<file path="config.mk">
export PLATFORM = sky130hd
export DESIGN_NAME = posit_mul_ctrl
export DESIGN_NICKNAME = d
export VERILOG_FILES = /design/src/rtl/posit_mul_ctrl.sv
export SDC_FILE = /design/constraint.sdc
export NUM_CORES = 1
export LEC_CHECK = 0
export CAP_MARGIN = 10
export CORE_ASPECT_RATIO = 0.75
export CORE_MARGIN = 8
export CORE_UTILIZATION = 41
export DETAILED_ROUTE_END_ITERATION = 16
export GPL_ROUTABILITY_DRIVEN = 0
export PLACE_DENSITY = 0.84
export SKIP_CTS_REPAIR_TIMING = 1
export SYNTH_ARGS = -nofsm -noshare
export SYNTH_HDL_FRONTEND = slang
export SYNTH_SLANG_ARGS = --single-unit
</file>
<file path="constraint.sdc">
create_clock -name clk -period 2.05 [get_ports clk]
set_clock_uncertainty 0.15 [all_clocks]
set_input_delay 0.3075 -clock clk [delete_from_list [all_inputs] [get_ports clk]]
set_output_delay 0.3075 -clock clk [all_outputs]
set_load 0.05 [all_outputs]
</file>
<file path="src/rtl/posit_mul_ctrl.sv">
// posit_mul_ctrl: sequencing controller for the posit multiplier pipeline.
// It accepts one operation per start/ready handshake and holds the pipeline
// stages in reset while idle. ZERO and NaR operands, and exponent-adder
// underflow or overflow, are resolved here, so the datapath result is bypassed.
// It also registers the final word, the class flags and a one-cycle done pulse.
// Optional feature: define POSIT_MUL_WDT_EN to enable a watchdog.
// The watchdog aborts an operation that stalls in DECODE/RUN for TIMEOUT_CYCLES.
module posit_mul_ctrl #(
    parameter int N              = 32,
    parameter int NUM_STAGES     = 5,
    parameter int TIMEOUT_CYCLES = 16
) (
    input  logic                  clk,
    input  logic                  rst_n,
    input  logic                  start,
    output logic                  ready,
    input  logic                  dec_valid,
    input  logic                  zero_a,
    input  logic                  nar_a,
    input  logic                  zero_b,
    input  logic                  nar_b,
    input  logic                  exp_valid,
    input  logic                  zero_exp,
    input  logic                  nar_exp,
    input  logic                  enc_done,
    input  logic [N-1:0]          enc_result,
    output logic [NUM_STAGES-1:0] stage_rst_n,
    output logic [N-1:0]          result,
    output logic                  nar,
    output logic                  zero,
    output logic                  done,
    output logic                  timeout
);

    localparam logic [N-1:0] NAR_PATTERN = {1'b1, {(N-1){1'b0}}};

    typedef enum logic [2:0] {
        S_IDLE,
        S_DECODE,
        S_RUN,
        S_SPECIAL,
        S_DONE
    } state_t;

    state_t                state_q, state_d;
    logic [N-1:0]          result_q, result_d;
    logic                  nar_q, nar_d;
    logic                  zero_q, zero_d;
    logic                  timeout_q, timeout_d;
    logic                  done_q, done_d;
    logic [NUM_STAGES-1:0] stage_rst_q, stage_rst_d;
    logic                  wdt_expire;

`ifdef POSIT_MUL_WDT_EN
    localparam int CNT_W = $clog2(TIMEOUT_CYCLES + 1);
    localparam logic [CNT_W-1:0] CNT_LAST = CNT_W'(TIMEOUT_CYCLES - 1);

    logic [CNT_W-1:0] cnt_q, cnt_d;

    // Count the cycles an accepted operation has spent waiting on the pipeline
    always_comb begin
        cnt_d = cnt_q;
        if (state_q == S_IDLE && start) begin
            cnt_d = '0;
        end else if (state_q == S_DECODE || state_q == S_RUN) begin
            cnt_d = cnt_q + 1'b1;
        end
    end

    assign wdt_expire = (state_q == S_DECODE || state_q == S_RUN) && (cnt_q == CNT_LAST);

    // Watchdog counter register
    always_ff @(posedge clk or negedge rst_n) begin
        if (!rst_n) begin
            cnt_q <= '0;
        end else begin
            cnt_q <= cnt_d;
        end
    end
`else
    assign wdt_expire = 1'b0;
`endif

    // Next-state and next-output decisions; NaR always outranks zero
    always_comb begin
        state_d   = state_q;
        result_d  = result_q;
        nar_d     = nar_q;
        zero_d    = zero_q;
        timeout_d = timeout_q;

        case (state_q)
            S_IDLE: begin
                if (start) begin
                    state_d   = S_DECODE;
                    result_d  = '0;
                    nar_d     = 1'b0;
                    zero_d    = 1'b0;
                    timeout_d = 1'b0;
                end
            end
            S_DECODE: begin
                if (dec_valid) begin
                    if (nar_a || nar_b) begin
                        state_d  = S_SPECIAL;
                        result_d = NAR_PATTERN;
                        nar_d    = 1'b1;
                        zero_d   = 1'b0;
                    end else if (zero_a || zero_b) begin
                        state_d  = S_SPECIAL;
                        result_d = '0;
                        nar_d    = 1'b0;
                        zero_d   = 1'b1;
                    end else begin
                        state_d = S_RUN;
                    end
                end
            end
            S_RUN: begin
                if (exp_valid && nar_exp) begin
                    state_d  = S_SPECIAL;
                    result_d = NAR_PATTERN;
                    nar_d    = 1'b1;
                    zero_d   = 1'b0;
                end else if (exp_valid && zero_exp) begin
                    state_d  = S_SPECIAL;
                    result_d = '0;
                    nar_d    = 1'b0;
                    zero_d   = 1'b1;
                end else if (enc_done) begin
                    state_d  = S_DONE;
                    result_d = enc_result;
                    nar_d    = 1'b0;
                    zero_d   = 1'b0;
                end
            end
            S_SPECIAL: state_d = S_DONE;
            S_DONE:    state_d = S_IDLE;
            default:   state_d = S_IDLE;
        endcase

        if (wdt_expire && (state_d == S_DECODE || state_d == S_RUN)) begin
            state_d   = S_DONE;
            result_d  = NAR_PATTERN;
            nar_d     = 1'b1;
            zero_d    = 1'b0;
            timeout_d = 1'b1;
        end

        stage_rst_d = (state_d == S_DECODE || state_d == S_RUN) ? {NUM_STAGES{1'b1}}
                                                                : {NUM_STAGES{1'b0}};
        done_d      = (state_d == S_DONE);
    end

    // State and registered outputs
    always_ff @(posedge clk or negedge rst_n) begin
        if (!rst_n) begin
            state_q     <= S_IDLE;
            result_q    <= '0;
            nar_q       <= 1'b0;
            zero_q      <= 1'b0;
            timeout_q   <= 1'b0;
            done_q      <= 1'b0;
            stage_rst_q <= '0;
        end else begin
            state_q     <= state_d;
            result_q    <= result_d;
            nar_q       <= nar_d;
            zero_q      <= zero_d;
            timeout_q   <= timeout_d;
            done_q      <= done_d;
            stage_rst_q <= stage_rst_d;
        end
    end

    assign ready       = (state_q == S_IDLE);
    assign stage_rst_n = stage_rst_q;
    assign result      = result_q;
    assign nar         = nar_q;
    assign zero        = zero_q;
    assign done        = done_q;
    assign timeout     = timeout_q;

endmodule
</file>
==> impl_summary.log <==
INFO  metric synth.lib_cells_used.distinct = 30
INFO  metric n_antenna_cell = 0
INFO  metric drv.max_cap_violation_count = 0
INFO  metric grt_overflow_total = 0
INFO  metric fp-row-count = 21
INFO  metric data_arrival_time_at_the_worst_slack_endpoint = 1.54 ns
INFO  metric slew_headroom = 54.39%
INFO  metric syn_nets = 230
INFO  metric slowest_cell_on_the_critical_path = sky130_fd_sc_hd__clkdlybuf4s50_1
INFO  metric critPathBufInv = 1
INFO  metric busiest_grt_layer = met2
INFO  metric synth.area.top_cells = sky130_fd_sc_hd__dfrtp_1 52%, sky130_fd_sc_hd__mux2i_1 17%, sky130_fd_sc_hd__nand2_1 6.9%
INFO  metric clock-sinks = 39
INFO  metric vias = 1548
INFO  metric vdd_drop_max = slightly below 0.0009 V
INFO  metric grt.met1_usage = between 10% and 20%
INFO  metric worst_hold_path_type = flip-flop to flip-flop
INFO  metric clock_tree.buffer_depth = 2
INFO  metric hold_viol_final = 0
INFO  metric tightest_slew = 0.6842 ns
INFO  metric final-setup-viol-count = 0
INFO  metric post_drt_wl_per_cell = approximately 15 um
INFO  metric grt_start_max_net_pins = 30
INFO  metric reg2reg_depth = 4
INFO  metric ordered_cell_list_for_the_critical_path = clkdlybuf4s50_1
INFO  metric multi_input_combinational_cell_area = slightly above 700 sq um
INFO  metric drc = 0
INFO  metric cts_root_buf = sky130_fd_sc_hd__clkbuf_8
INFO  metric nFillCells = 369
INFO  metric internal_power = 2.215 mW
INFO  metric share_comb_of_total_power = 60.4%
INFO  metric number_of_instances_in_the_synthesized_netlist = 186
INFO  metric dp.final_hpwl = 3.878 mm
INFO  metric clk_pin_slew = around 0.08 ns
INFO  metric insertion_delay_to_the_later_sink_of_the_worst_skew_pair = 0.28 ns
INFO  metric syn_avg_cell_area = just over 10 sq um
INFO  metric slew_viol_final = 0
INFO  metric post-layout-total-power = 4.133 mW
INFO  metric cts_buffers = 5
INFO  metric status = finished, final reports clean
INFO  metric drt-initial-drc-count = between 40 and 50
INFO  metric top_level_ports = 86
INFO  metric drive_above_1_share = 11.43%
INFO  metric cts-htree-levels = 2
INFO  metric timing.rr.end = result[15]
INFO  metric regToRegSetupSlack = 0.21 ns
INFO  metric gr-usage-met3 = 6.375%
INFO  metric whs_path_depth = 1
INFO  metric initial_utilization = ~43%
INFO  metric post_synthesis_cell_area = 0.001893 sq mm
INFO  metric setup.worst_path.start_class = flip-flop
INFO  metric crit_path_kind = flip-flop to output port
INFO  metric worst_setup_path_end_kind = output port
INFO  metric io_buf_count = 84
INFO  metric critical-path-top-delay-family = buffers and inverters
INFO  metric min_from = result[31]
INFO  metric crit_reg_reg_startpoint = state_q[0]
INFO  metric pwr_density_cell = 1395 mW/mm^2
INFO  metric swShare = between 40 and 50%
INFO  metric yosys_warning_count = 0
INFO  metric drt-pass1-iter-count = 4
INFO  metric grt_pass1_vias = 1652
INFO  metric post-route-min-period = between 2 and 2.5 ns
INFO  metric fmaxAchievable = about 500 MHz
INFO  metric worstHoldEndpoint = result[31]
INFO  metric area.sequential = 975.9 sq um
INFO  metric grt_first_pass_wirelength = between 7 and 8 mm
INFO  metric rsz_0062_raised_after_global_routing = false
INFO  metric worst-path-max-fanout = 5
INFO  metric met2_track_usage_gr = 23.62%
INFO  metric final_min_period_over_clock_period = 97.64%
INFO  metric timing.critical_path.required = about 1.6 ns
INFO  metric post-synth-top-area-cell = sky130_fd_sc_hd__dfrtp_1
INFO  metric design.core.area = 0.004441 sq mm
INFO  metric vias_per_cell = 4.593
INFO  metric gr-usage-all-layers = 13.82%
INFO  metric synth_seq_cells = 39
INFO  metric setup-tns-final = 0 ns
INFO  metric register_area_share_after_synthesis = 51.55%
INFO  metric final_nets = 323
INFO  metric remaining_antenna_violation_count_after_routing = 0
INFO  metric power_frac_seq = 27.3%
INFO  metric chipWidth = 94.46 um
INFO  metric pwr-share-clk = 12.3%
INFO  metric max_stage_delay = about 0.84 ns
INFO  metric flow.area_growth_from_synthesis = 56.51%
INFO  metric floorplan.die_area = 0.007070 sq mm
INFO  metric synth_largest_type_area_fraction = 51.55%
INFO  metric totalWireLength = 4.896 mm
INFO  metric cts_tree = done
INFO  metric antenna_found_initial = 0
INFO  metric static_leak = roughly 1.3 nW
INFO  metric fp.dieH = 74.85 um
INFO  metric switching_power = 1.918 mW
INFO  metric final_design_utilization = 66.72%
metal layers:
metal	routed length, um	vias to the layer above
li1	-	767
met1	2068	730
met2	2351	51
met3	476	0
met4	0	0
met5	0	-
registers in the layout, summed over array words and instances, names as in the netlist:
name and count:
result 32, state_q 3, done 1, nar 1
stage_rst_n 1, zero 1
metrics by stage:
step           hold slack (ns)  setup slack [ns]  cells  instance area [sq um]
3_3_place_gp            0.2206          -0.04893    328                   2864
3_5_place_dp            0.2352           -0.1505    328                   2864
6_report                0.3482           0.04839    337                   2963
4_1_cts               -0.08235           0.03509    336                   2953
2_1_floorplan          -0.1381            0.3461    186                   1898
5_1_grt                 0.3829          0.009000    337                   2963
how the worst max path moves through the flow:
stage	from	to	slack [ns]	cells after the start
after floorplan	state_q[1]	ready	0.35	2
final	stage_rst_n[3]	stage_rst_n[0]	0.05	1
after global routing	stage_rst_n[3]	stage_rst_n[2]	0.009	1
after detailed placement	nar_a	result[28]	-0.15	6
after CTS	stage_rst_n[3]	stage_rst_n[2]	0.04	1
after global placement	zero_exp	result[27]	-0.05	5
cell families (layout without fill, tap and decap cells):
kind of cell	after synthesis	after routing	synth area share, %
DFF	39	39	51.55
AOI/OAI and AO/OA	17	17	6.809
muxes	35	35	18.70
other	1	1	0.1981
buffers and inverters	45	139	11.37
and+or+nand+nor	49	49	11.37
cell usage in the layout, fill, tap and decap left out, drive strengths merged:
cell           synthesis  final
a211oi                 1      1
a21o                   1      1
nand3b                 1      1
nor2b                  2      2
dlygate4sd3            0      1
clkinvlp               0      2
nand2b                 1      1
o21bai                 1      1
nor2                   2      2
mux2                   3      3
conb                   1      1
o311ai                 1      1
clkinv                 0      1
nand3                  2      2
nor4                   1      1
nand4b                 1      1
o31ai                  1      1
dfrtp                 39     39
nor3                   2      2
buf                   12     20
nor3b                  2      2
o21ai                  4      4
clkbuf                 2      5
nand2                 35     35
mux2i                 32     32
a22oi                  1      1
a21oi                  5      5
inv                   31     31
o21a                   1      1
clkdlybuf4s50          0     79
a2bb2oi                1      1
power by group through the flow:
stage,logic [mW],registers (mW),clock network [mW]
3_3_place_gp,2.50,1.13,0
4_1_cts,2.53,1.13,0.529
5_1_grt,2.63,1.16,0.559
2_1_floorplan,1.10,1.74,0
6_report,2.50,1.13,0.507
3_5_place_dp,2.52,1.14,0
cell usage after synthesis:
master	number
sky130_fd_sc_hd__o21ai_0	4
sky130_fd_sc_hd__inv_1	31
sky130_fd_sc_hd__nor3b_1	2
sky130_fd_sc_hd__a21oi_1	4
sky130_fd_sc_hd__nand2b_1	1
sky130_fd_sc_hd__a211oi_1	1
sky130_fd_sc_hd__o31ai_1	1
sky130_fd_sc_hd__buf_4	5
sky130_fd_sc_hd__clkbuf_1	2
sky130_fd_sc_hd__o311ai_4	1
sky130_fd_sc_hd__a21oi_2	1
sky130_fd_sc_hd__nand3b_1	1
sky130_fd_sc_hd__mux2_1	3
sky130_fd_sc_hd__conb_1	1
sky130_fd_sc_hd__nor2b_1	2
sky130_fd_sc_hd__mux2i_1	32
sky130_fd_sc_hd__nor4_1	1
sky130_fd_sc_hd__nand2_1	35
sky130_fd_sc_hd__a2bb2oi_1	1
sky130_fd_sc_hd__a22oi_1	1
sky130_fd_sc_hd__buf_6	3
sky130_fd_sc_hd__dfrtp_1	39
sky130_fd_sc_hd__nor2_1	2
sky130_fd_sc_hd__nand3_1	2
sky130_fd_sc_hd__nor3_1	2
sky130_fd_sc_hd__o21bai_1	1
sky130_fd_sc_hd__buf_2	4
sky130_fd_sc_hd__o21a_1	1
sky130_fd_sc_hd__a21o_1	1
sky130_fd_sc_hd__nand4b_1	1
cell type report:
class,instances,area share [%]
clock buffer,5,2.323
tap,57,2.407
inverter,31,3.927
multi-input combinational,102,24.03
sequential,39,32.94
clock inverter,3,0.6757
timing repair buffer,100,33.70
No activity file was read; power rests on OpenSTA's default activity.
